## src/rtl/drag_race_pkg.sv

```systemverilog
// Shared types and default constants for the drag race timer.
package drag_race_pkg;

    typedef enum logic [2:0] {
        IDLE  = 3'd0,
        ARMED = 3'd1,
        REACT = 3'd2,
        RUN   = 3'd3,
        DONE  = 3'd4,
        FOUL  = 3'd5
    } state_t;

    localparam int unsigned CLK_HZ    = 50_000_000;
    localparam int unsigned TICK_DIV  = CLK_HZ / 1000;
    localparam int unsigned RT_DIGITS = 4;
    localparam int unsigned ET_DIGITS = 5;

endpackage

```

## src/rtl/bcd_counter.sv

```systemverilog
// Multi-digit BCD up-counter with synchronous clear; saturates at all-9s.
module bcd_counter #(
    parameter int unsigned DIGITS = 4
) (
    input  logic                  Clock,
    input  logic                  Reset,
    input  logic                  clr,
    input  logic                  inc,
    output logic [4*DIGITS-1:0]   value
);

    logic [4*DIGITS-1:0] next;
    logic                carry;
    logic                at_max;

    // Carry ripples through every digit within one cycle.
    always_comb begin
        next   = value;
        carry  = 1'b1;
        at_max = 1'b1;
        for (int unsigned i = 0; i < DIGITS; i++) begin
            if (value[4*i +: 4] != 4'd9) at_max = 1'b0;
            if (carry) begin
                if (value[4*i +: 4] == 4'd9) begin
                    next[4*i +: 4] = 4'd0;
                end else begin
                    next[4*i +: 4] = value[4*i +: 4] + 4'd1;
                    carry          = 1'b0;
                end
            end
        end
    end

    always_ff @(posedge Clock) begin
        if (!Reset)                value <= '0;
        else if (clr)              value <= '0;
        else if (inc && !at_max)   value <= next;
    end

endmodule

```

## src/rtl/drag_race_timer.sv

```systemverilog
// Reaction and elapsed time measurement for one lane, driven by the tree lights and beams.
module drag_race_timer #(
    parameter int unsigned TICK_DIV  = drag_race_pkg::TICK_DIV,
    parameter int unsigned RT_DIGITS = drag_race_pkg::RT_DIGITS,
    parameter int unsigned ET_DIGITS = drag_race_pkg::ET_DIGITS
) (
    input  logic                   Clock,
    input  logic                   Reset,
    input  logic                   G,
    input  logic                   R,
    input  logic                   SB,
    input  logic                   FB,
    output logic [4*RT_DIGITS-1:0] RT,
    output logic [4*ET_DIGITS-1:0] ET,
    output logic                   Running,
    output logic                   Done,
    output logic                   Foul
);
    import drag_race_pkg::*;

    localparam int unsigned     PW   = (TICK_DIV > 1) ? $clog2(TICK_DIV) : 1;
    localparam logic [PW-1:0]   LAST = PW'(TICK_DIV - 1);

    state_t          state;
    logic            sb_meta, sb_s, fb_meta, fb_s;
    logic [PW-1:0]   presc;
    logic            timing, tick, go, react_exit, rt_inc, et_inc;

    always_ff @(posedge Clock) begin
        if (!Reset) begin
            sb_meta <= 1'b0;
            sb_s    <= 1'b0;
            fb_meta <= 1'b0;
            fb_s    <= 1'b0;
        end else begin
            sb_meta <= SB;
            sb_s    <= sb_meta;
            fb_meta <= FB;
            fb_s    <= fb_meta;
        end
    end

    assign timing     = (state == REACT) || (state == RUN);
    assign tick       = timing && (presc == LAST);
    assign go         = (state == ARMED) && !R && G;
    assign react_exit = (state == REACT) && !R && !sb_s;
    assign rt_inc     = (state == REACT) && tick;
    assign et_inc     = (state == RUN) && tick;

    always_ff @(posedge Clock) begin
        if (!Reset)                  presc <= '0;
        else if (go || react_exit)   presc <= '0;
        else if (timing)             presc <= tick ? '0 : presc + PW'(1);
    end

    always_ff @(posedge Clock) begin
        if (!Reset) begin
            state   <= IDLE;
            Running <= 1'b0;
            Done    <= 1'b0;
            Foul    <= 1'b0;
        end else begin
            unique case (state)
                IDLE: if (sb_s) state <= ARMED;
                ARMED: begin
                    if (R) begin
                        state <= FOUL;
                        Foul  <= 1'b1;
                    end else if (G) begin
                        state   <= REACT;
                        Running <= 1'b1;
                    end else if (!sb_s) begin
                        state <= IDLE;
                    end
                end
                REACT: begin
                    if (R) begin
                        state   <= FOUL;
                        Foul    <= 1'b1;
                        Running <= 1'b0;
                    end else if (!sb_s) begin
                        state <= RUN;
                    end
                end
                RUN: begin
                    if (fb_s) begin
                        state   <= DONE;
                        Done    <= 1'b1;
                        Running <= 1'b0;
                    end
                end
                default: ;
            endcase
        end
    end

    bcd_counter #(.DIGITS(RT_DIGITS)) u_rt (
        .Clock (Clock),
        .Reset (Reset),
        .clr   (go),
        .inc   (rt_inc),
        .value (RT)
    );

    bcd_counter #(.DIGITS(ET_DIGITS)) u_et (
        .Clock (Clock),
        .Reset (Reset),
        .clr   (react_exit),
        .inc   (et_inc),
        .value (ET)
    );

endmodule

```

## config.mk

```make
export PLATFORM = sky130hd
export DESIGN_NAME = drag_race_timer
export DESIGN_NICKNAME = d
export VERILOG_FILES = /design/src/rtl/drag_race_pkg.sv /design/src/rtl/bcd_counter.sv /design/src/rtl/drag_race_timer.sv
export SDC_FILE = /design/constraint.sdc
export NUM_CORES = 1
export LEC_CHECK = 0
export CORE_UTILIZATION = 60
export CTS_CLUSTER_DIAMETER = 30
export CTS_CLUSTER_SIZE = 28
export DETAILED_ROUTE_END_ITERATION = 7
export DONT_BUFFER_PORTS = 1
export PLACE_DENSITY = 0.76
export SLEW_MARGIN = 20
export SYNTH_ARGS = -nofsm -noshare
export SYNTH_HDL_FRONTEND = slang
export SYNTH_SLANG_ARGS = --single-unit
```

## constraint.sdc

```tcl
create_clock -name Clock -period 6 [get_ports Clock]
set_clock_uncertainty 0.05 [all_clocks]
set_input_delay 1.2 -clock Clock [delete_from_list [all_inputs] [get_ports Clock]]
set_output_delay 1.2 -clock Clock [all_outputs]
set_load 0.05 [all_outputs]
```

; ---- After elaboration in Yosys (flattened, before gate mapping)
; Cells that the tools add are included.
[op_classes]
add_sub_neg = 10
eq_ne = 29
mux = 44
bitwise = 1
reduce_logical = 33
[ops]
columns = cell, count
row1 = "4-bit inequality test, second input constant", 10
row2 = "4-bit by 1-bit adder with 4-bit output, second input constant", 9
row3 = "4-bit == test, second input constant", 9
row4 = 4-bit two-way mux, 9
row5 = 1-bit two-way mux, 25
row6 = 3-bit two-way mux, 7
row7 = 2-bit AND reduction, 9
row8 = "16-bit by 1-bit adder with 16-bit output, second input constant", 1
row9 = "16-bit == test, second input constant", 1
row10 = 16-bit two-way mux, 1
row11 = 3-bit one-hot mux with 4 select lines, 1
row12 = "2-bit inequality test, second input constant", 5
row13 = 5-bit AND reduction, 2
row14 = 1-bit logical AND, 9
row15 = 2-bit OR reduction, 4
row16 = "3-bit by 2-bit == test with 1-bit output, second input constant", 2
row17 = 1-bit logical NOT, 4
row18 = 4-bit nonzero test, 1
row19 = "3-bit by 1-bit == test with 1-bit output, second input constant", 1
row20 = 3-bit logical NOT, 1
row21 = "3-bit inequality test, second input constant", 1
row22 = 1-bit one-hot mux with 3 select lines, 1
row23 = 3-bit nonzero test, 1
row24 = 1-bit logical OR, 2
row25 = 1-bit inverter, 1
[word_totals]
regBits = 62
in_bits = 6
out_inout_bits = 39
elab_cells = 135

; ---- Depth between registers and ports, before layout
; Gate-level depths: netlist of the first run.
[logic_depth]
word_depth = 9
mapped_depth = 8
ltp_nobuf = 6

; ---- Cells and area by module
; A second synthesis of the first run with hierarchy kept.
[hier_totals]
cells_unflattened = 370
area_unflattened_um2 = 3278.1
[by_module_without_submodules]
columns = module, n_inst, cells_each, area_each_um2, seq_area_each_um2
row1 = drag_race_timer, 1, 143, 1277.5, 520.5
row2 = bcd_counter at u_et, 1, 122, 1048.5, 400.4
row3 = bcd_counter at u_rt, 1, 105, 952.2, 320.3

; ---- Worst setup path before layout of the first run
; No wires, ideal clock.
[synth_timing]
kind = in2reg
startpoint = input port R
endpoint = register u_rt.value[10]
setup_ps = 116
t_arrival_ps = 2293
required_ps = 5834
setup_slack_ps = 3540
cell_stages = 5
n_path_buf = 0
path_cell_list = nor4b_1 a21oi_1 nand2_1 a31oi_1 a41o_1
[synth_between]
elab_chain_cells = 4
[synth_rtl]
columns = item, line
row1 = from (decl), drag_race_timer.sv:10  ; input logic R,
row2 = 1-bit logical NOT, drag_race_timer.sv:45  ; assign go = (state == ARMED) && !R && G;
row3 = 1-bit logical AND (2 in a row), drag_race_timer.sv:45
row4 = 2-bit OR reduction (no line), -
row5 = to (signal assigned), bcd_counter.sv:37  ; else if (inc && !at_max) value <= next;
row6 = to (decl), bcd_counter.sv:9  ; output logic [4*DIGITS-1:0] value
; No other way between the ends.
; A chain may end at the register's enable or synchronous reset.

; ---- Final worst setup path of the first run
[layout_timing]
startpoint = register state[0]
endpoint = register presc[14]
[layout_between]
elab_chain_cells = 5
elab_cells_between_ends = 12
classes_between = 3 x eq/ne / 1 x mux / 8 x reduce/logical
[layout_rtl]
columns = item, line
row1 = from (decl), drag_race_timer.sv:24  ; state_t state;
row2 = from (signal assigned), drag_race_timer.sv:58  ; state <= IDLE;
row3 = from (signal assigned), drag_race_timer.sv:64  ; IDLE: if (sb_s) state <= ARMED;
row4 = from (signal assigned), drag_race_timer.sv:67  ; state <= FOUL;
row5 = 3-bit by 1-bit == test with 1-bit output / 3-bit by 2-bit == test with 1-bit output (equally long branches), "drag_race_timer.sv:45, drag_race_timer.sv:43, drag_race_timer.sv:46"
row6 = "1-bit logical AND, on equally long branches (2 in a row)", "drag_race_timer.sv:45, drag_race_timer.sv:46"
row7 = 1-bit logical OR, drag_race_timer.sv:52  ; else if (go || react_exit) presc <= '0;
row8 = 2-bit OR reduction (no line), -
row9 = to (signal assigned), drag_race_timer.sv:53  ; else if (timing) presc <= tick ? '0 : presc + PW'(1);
row10 = to (decl), drag_race_timer.sv:26  ; logic [PW-1:0] presc;
; Several ways; a longest one is shown, not always the timed one.

==> qor.txt, run 1 <==
DRT met1 WL - 3360 um
Post-Syn Instances - 401
part of the power in combinational logic - 4.4%
slowest CP cell - dfxtp_1
Sw Pwr - 0.000216 W
Synth cell types - 66
Largest stage delay, worst path - 0.82 ns
Synth area leader - dfxtp_1
Pint - 0.000632 W
register share of total power - 51.3%
f_max - 0.382 GHz
Initial Util - 64.0%
drt wl/cell - 15.5 um
CTS Hold Bufs - 0
H-tree depth - 3
WP depth - 4
Die Wd - 77.0 um
total gr overflow - 0
Detail Route Antenna Nets - 0
DPL Wire Length - 4960 um
count leader, synth - dfxtp_1
WL met3 - 371 um
P_leak - 1.18 nW
GP Congestion - 0.781
core area - 0.00527 mm^2
Antenna Cells - 0
fin nets - 404
Req. time, crit path - 6.23 ns
clock-pin slew on the worst setup and hold paths - 0.07 ns
I/O pins - 45
Post-Syn Area - 0.00337 mm^2
Top FF cell, synth - dfxtp_1
final WL - 7310 um
Worst Path Buf+Inv - 0
post-CTS sizing - 0
antenna violations before repair - 0
cell chain of the critical path - nor2_1 -> a31oi_1 -> nand3_1 -> nor2_1
Worst slew margin - 41.6%
VDD IR max - 0.172 mV
Avg Cell Area, Syn - 8.41 um^2
worst r2r path cells - 4
Yosys reg bits - 62
sequential share of the synthesized area - 36.8%
root buffer cell - clkbuf_8
Synth Warn # - 0
drc violations - 0
Critical Path End Type - register
Syn Nets - 408
final hold slack - 0.384 ns
CP Class - reg -> reg
fill count - 451
Final setup violation count - 0
GRT Total Usage - 25.6%
port buffer count - 0
CP dominant cell by count - nor2_1
critical path data arrival time - 2.85 ns
Rows - 26
first-pass GRT wire length - 12000 um
Slew Viols, Final - 0
Clock Sinks - 62
total of max-cap violations - 0
1st-pass router iterations - 4
via/cell ratio - 6.29
Final Hold Viols - 0
status - finished, final reports clean
vias in the first global route - 2672
number of buffers added for setup after CTS - 0
share of the synthesized area in the top cell type - 36.8%
CTS tree - built
Final Util - 67.7%
CTS Buffer Depth - 2
fraction of registers with async set/reset - 0%
Worst setup SP type - register
r2r setup slk - 3.38 ns
met2 wire length - 3420 um
Worst path top cell family by delay - simple AND/OR/NAND/NOR gates
PwrDens - 238 mW/mm^2
ranking of synthesized cells by area - dfxtp_1 37%, nor2_1 4.5%, nand2_1 4.0%, nand4_1 3.9%, a21oi_1 3.9%
period utilisation layout - 43.6%
DR vias - 2968
type of the most critical hold path - reg -> reg
layout cells sized above 1 - 9.20%
Post-synth EDFFs - 0
1st-iter DRT viols - 210
setup TNS - 0 ns
largest net degree at the start of global routing - 21
RSZ-0062 raised after global routing - no
Final min period - 2.62 ns
Layout area overhead - 5.86%
max layer used - met4
CP max FO - 20
die area - 0.00592 mm^2
Clock Power Share - 44.2%
Worst-Margin Slew - 0.871 ns
Die Y - 77.0 um
synth cell count leaders - 62 x dfxtp_1, 40 x nor2_1, 36 x nand2_1
CTS Buf Count - 9
switching power share of the total - 25.4%
hold path depth - 1
clk_lat worst skew - 0.35 ns
[worst register-to-register path: stages (launching register included)]
cell,delay (ns)
dfxtp_1,0.82
nor2_1,0.15
a31oi_1,0.71
nand3_1,0.58
nor2_1,0.24
[flip-flops by register name (all words and copies together), names as in the netlist]
register / count
Done: 1
Foul: 1
Running: 1
fb_meta: 1
fb_s: 1
presc: 16
sb_meta: 1
sb_s: 1
state: 3
u_et.value: 20
u_rt.value: 16
[metal layers]
layer  GRT usage (%)  up-vias
li1                -     1482
met1            31.0     1408
met2            41.1       64
met3            7.62       14
met4            12.7        0
met5               0        -
[kinds of logic (layout without fill, tap and decap cells)]
group	Yosys count	after routing	share of synthesized area, %
adder cells (fa/ha/maj)	1	1	0.371
AO/OA/AOI/OAI	95	95	18.9
multiplexers	3	3	0.891
flip-flops	62	62	36.8
buffers and inverters	32	33	4.53
AND/OR/NAND/NOR	192	192	34.3
XOR/XNOR	16	16	4.16
[through the flow]
stage / setup slack (ns) / power [W] / area, um^2 / cells
6_report: 3.38 / 0.000848 / 3570 / 472
3_3_place_gp: 3.13 / 0.000480 / 3370 / 456
5_1_grt: 3.17 / 0.000874 / 3570 / 472
3_5_place_dp: 3.05 / 0.000481 / 3370 / 456
2_1_floorplan: 3.54 / 0.000474 / 3370 / 401
4_1_cts: 3.38 / 0.000849 / 3570 / 472
[layout by cell type, fill, tap and decap left out, types with 10 or more instances in the layout]
master | Yosys | layout
nand4_1 | 21 | 21
inv_1 | 17 | 17
nand2_1 | 36 | 36
nor2_1 | 40 | 40
a21oi_1 | 26 | 26
o21ai_0 | 23 | 23
clkbuf_8 | 0 | 10
a31oi_1 | 10 | 10
nor2b_1 | 13 | 13
and2_1 | 10 | 10
dfxtp_1 | 62 | 62
[cell type report]
type / count / area (um^2) / share of cell area (%)
sequential: 62 / 1240 / 34.8
clock inverter: 6 / 61.3 / 1.72
clock buffer: 10 / 138 / 3.86
multi-input combinational: 307 / 1980 / 55.4
tap: 70 / 87.6 / 2.45
inverter: 17 / 63.8 / 1.79
[final timing paths]
path,end,start
hold reg to reg,sb_s,sb_meta
setup reg to reg,presc[14],state[0]
setup / recovery,presc[14],state[0]
hold / removal,sb_s,sb_meta
[power groups by stage]
stage                     combinational [W]  clock, W  sequential, W
final                             0.0000376  0.000375       0.000435
after global routing              0.0000420  0.000395       0.000436
after CTS                         0.0000374  0.000377       0.000435
after detailed placement          0.0000372         0       0.000444
after global placement            0.0000370         0       0.000443
after floorplan                   0.0000399         0       0.000434
Note: power is estimated with default switching activity, not from simulation.
==> run 2, diff against run 1 <==
==> constraint.sdc (replaced) <==
create_clock -name Clock -period 2.5 [get_ports Clock]
set_clock_uncertainty 0.05 [all_clocks]
set_input_delay 0.5 -clock Clock [delete_from_list [all_inputs] [get_ports Clock]]
set_output_delay 0.5 -clock Clock [all_outputs]
set_load 0.05 [all_outputs]
==> qor.txt, run 2 (synthesis gave the netlist of run 1 again) <==
total gr overflow - 0 (unchanged)
CP max FO - 13 (-35%)
PwrDens - 543 mW/mm^2 (+130%)
clock-pin slew on the worst setup and hold paths - 0.07 ns (about the same)
total of max-cap violations - 0 (unchanged)
Rows - 26 (unchanged)
CTS Buffer Depth - 2 (unchanged)
CTS Buf Count - 9 (unchanged)
vias in the first global route - 2925 (+9.5%)
core area - 0.00527 mm^2 (unchanged)
port buffer count - 0 (unchanged)
DPL Wire Length - 5610 um (+13%)
critical path data arrival time - 2.42 ns (-0.43 ns)
final hold slack - 0.218 ns (-0.166 ns)
layout cells sized above 1 - 18.2% (+9.0 points)
Req. time, crit path - 2.72 ns (-3.51 ns)
GRT Total Usage - 27.8% (+2.2 points)
Worst setup SP type - register
commonest cells after routing, fill and taps aside - 62 x dfxtp_1, 44 x buf_4, 40 x nor2_1
number of buffers added for setup after CTS - 0 (unchanged)
Final setup violation count - 0 (unchanged)
RSZ-0062 raised after global routing - no
cell chain of the critical path - ha_1 -> nand3b_2 -> nor2_2 -> o2111ai_2 -> or4_1 -> a31oi_1
leading cell type in the layout, fill and taps excluded - dfxtp_1
final WL - 7670 um (+5.0%)
VDD IR max - 0.557 mV (+220%)
Final Hold Viols - 0 (unchanged)
Worst path top cell family by delay - simple AND/OR/NAND/NOR gates
Die Y - 77.0 um (unchanged)
Top reg by flops - u_et.value
clk_lat worst skew - 0.35 ns (about the same)
Worst Path Buf+Inv - 0 (unchanged)
1st-iter DRT viols - 143 (-32%)
CTS Hold Bufs - 0 (unchanged)
Die Wd - 77.0 um (unchanged)
DR vias - 3108 (+4.7%)
Worst slew margin - 61.1% (+19 points)
antenna violations before repair - 0 (unchanged)
largest net degree at the start of global routing - 17 (-19%)
fill count - 411 (-8.9%)
H-tree depth - 3 (unchanged)
Clock Sinks - 62 (unchanged)
Final min period - 2.20 ns (-0.421 ns)
slowest CP cell - or4_1
Antenna Cells - 0 (unchanged)
CP Class - reg -> reg
Slew Viols, Final - 0 (unchanged)
1st-pass router iterations - 5 (+1)
hold path depth - 1 (unchanged)
max reg flops - 20 (unchanged)
Layout area overhead - 16.4%
GP Congestion - 0.905 (+16%)
CTS tree - built
P_leak - 1.42 nW (+21%)
fin nets - 448 (+11%)
I/O pins - 45 (unchanged)
setup TNS - 0 ns (unchanged)
via/cell ratio - 6.02 (-4.2%)
drc violations - 0 (unchanged)
period utilisation layout - 87.9% (+44 points)
drt wl/cell - 14.9 um (-4.0%)
Initial Util - 64.0% (unchanged)
top flop regs - u_et.value: 20 flops, presc: 16 flops, u_rt.value: 16 flops
die area - 0.00592 mm^2 (unchanged)
first-pass GRT wire length - 13300 um (+11%)
worst r2r path cells - 6 (+2)
type of the most critical hold path - in -> reg
status - finished, final reports clean
Worst-Margin Slew - 0.584 ns (-0.288 ns)
post-CTS sizing - 0 (unchanged)
Critical Path End Type - register
Largest stage delay, worst path - 0.55 ns (-0.27 ns)
Detail Route Antenna Nets - 0 (unchanged)
WP depth - 6 (+2)
root buffer cell - clkbuf_8
f_max - 0.455 GHz (+19%)
run 2: cell count changes in the layout (fill, tap and decap cells not counted), sizes merged:
cell,previous run,this run
clkinvlp,1,2
clkinv,4,2
buf,0,44
bufinv,1,2
run 2: cell type report:
| type | count | area [um^2] | area share [%] |
|---|---|---|---|
| Tap cell | 70 | 87.6 | 2.23 |
| Timing Repair Buffer | 44 | 330 | 8.42 |
| Inverter | 17 | 63.8 | 1.63 |
| Clock inverter | 6 | 85.1 | 2.17 |
| Sequential cell | 62 | 1240 | 31.6 |
| Multi-Input combinational cell | 307 | 1980 | 50.4 |
| Clock buffer | 10 | 138 | 3.51 |
run 2: worst register-to-register path, cell delays in order (launching register included):
cell and delay (ns):
dfxtp_1 0.38, ha_1 0.18, nand3b_2 0.13, nor2_2 0.30, o2111ai_2 0.36, or4_1 0.56, a31oi_1 0.16
run 2: power breakdown:
part,internal (W),leakage (nW),total [W],switching (W)
registers,0.00100,0.501,0.00103,0.0000264
logic,0.0000451,0.816,0.000121,0.0000760
clock network,0.000584,0.108,0.000982,0.000398
total,0.00163,1.42,0.00213,0.000500
run 2: path summary, 6_finish.rpt:
path | start | end | slack (ns)
max | presc[0] | u_et.value[7] | 0.30
min | Reset | state[2] | 0.22
min reg2reg | sb_meta | sb_s | 0.39
max reg2reg | presc[0] | u_et.value[7] | 0.30
run 2: metrics by stage:
step	instances	power (W)	utilization [%]	instance area [um^2]	setup slack [ns]
finish	516	0.00213	74.4	3920	0.302
CTS	516	0.00214	74.4	3920	0.296
floorplan	401	0.00114	-	3370	0.319
global placement	500	0.00117	70.2	3700	0.390
detailed placement	500	0.00117	70.2	3700	0.312
global route	516	0.00221	74.4	3920	0.127
run 2: routing by layer:
metal  global-route usage (%)  share of wire [%]  vias up
met3                     7.74                5.7       10
met2                     44.2                 46       82
met5                        0                  0        -
met1                     35.6                 47     1450
met4                     10.2                1.2        0
li1                         -                  -     1566
==> run 3, diff against run 2 <==
--- a/config.mk
+++ b/config.mk
@@ -5,6 +5,7 @@
 export SDC_FILE = /design/constraint.sdc
 export NUM_CORES = 1
 export LEC_CHECK = 0
+export CAP_MARGIN = 20
 export CORE_UTILIZATION = 60
 export CTS_CLUSTER_DIAMETER = 30
 export CTS_CLUSTER_SIZE = 28
==> results of run 3 <==
Same layout as run 2: the final DEF is identical, and so are final timing and power.
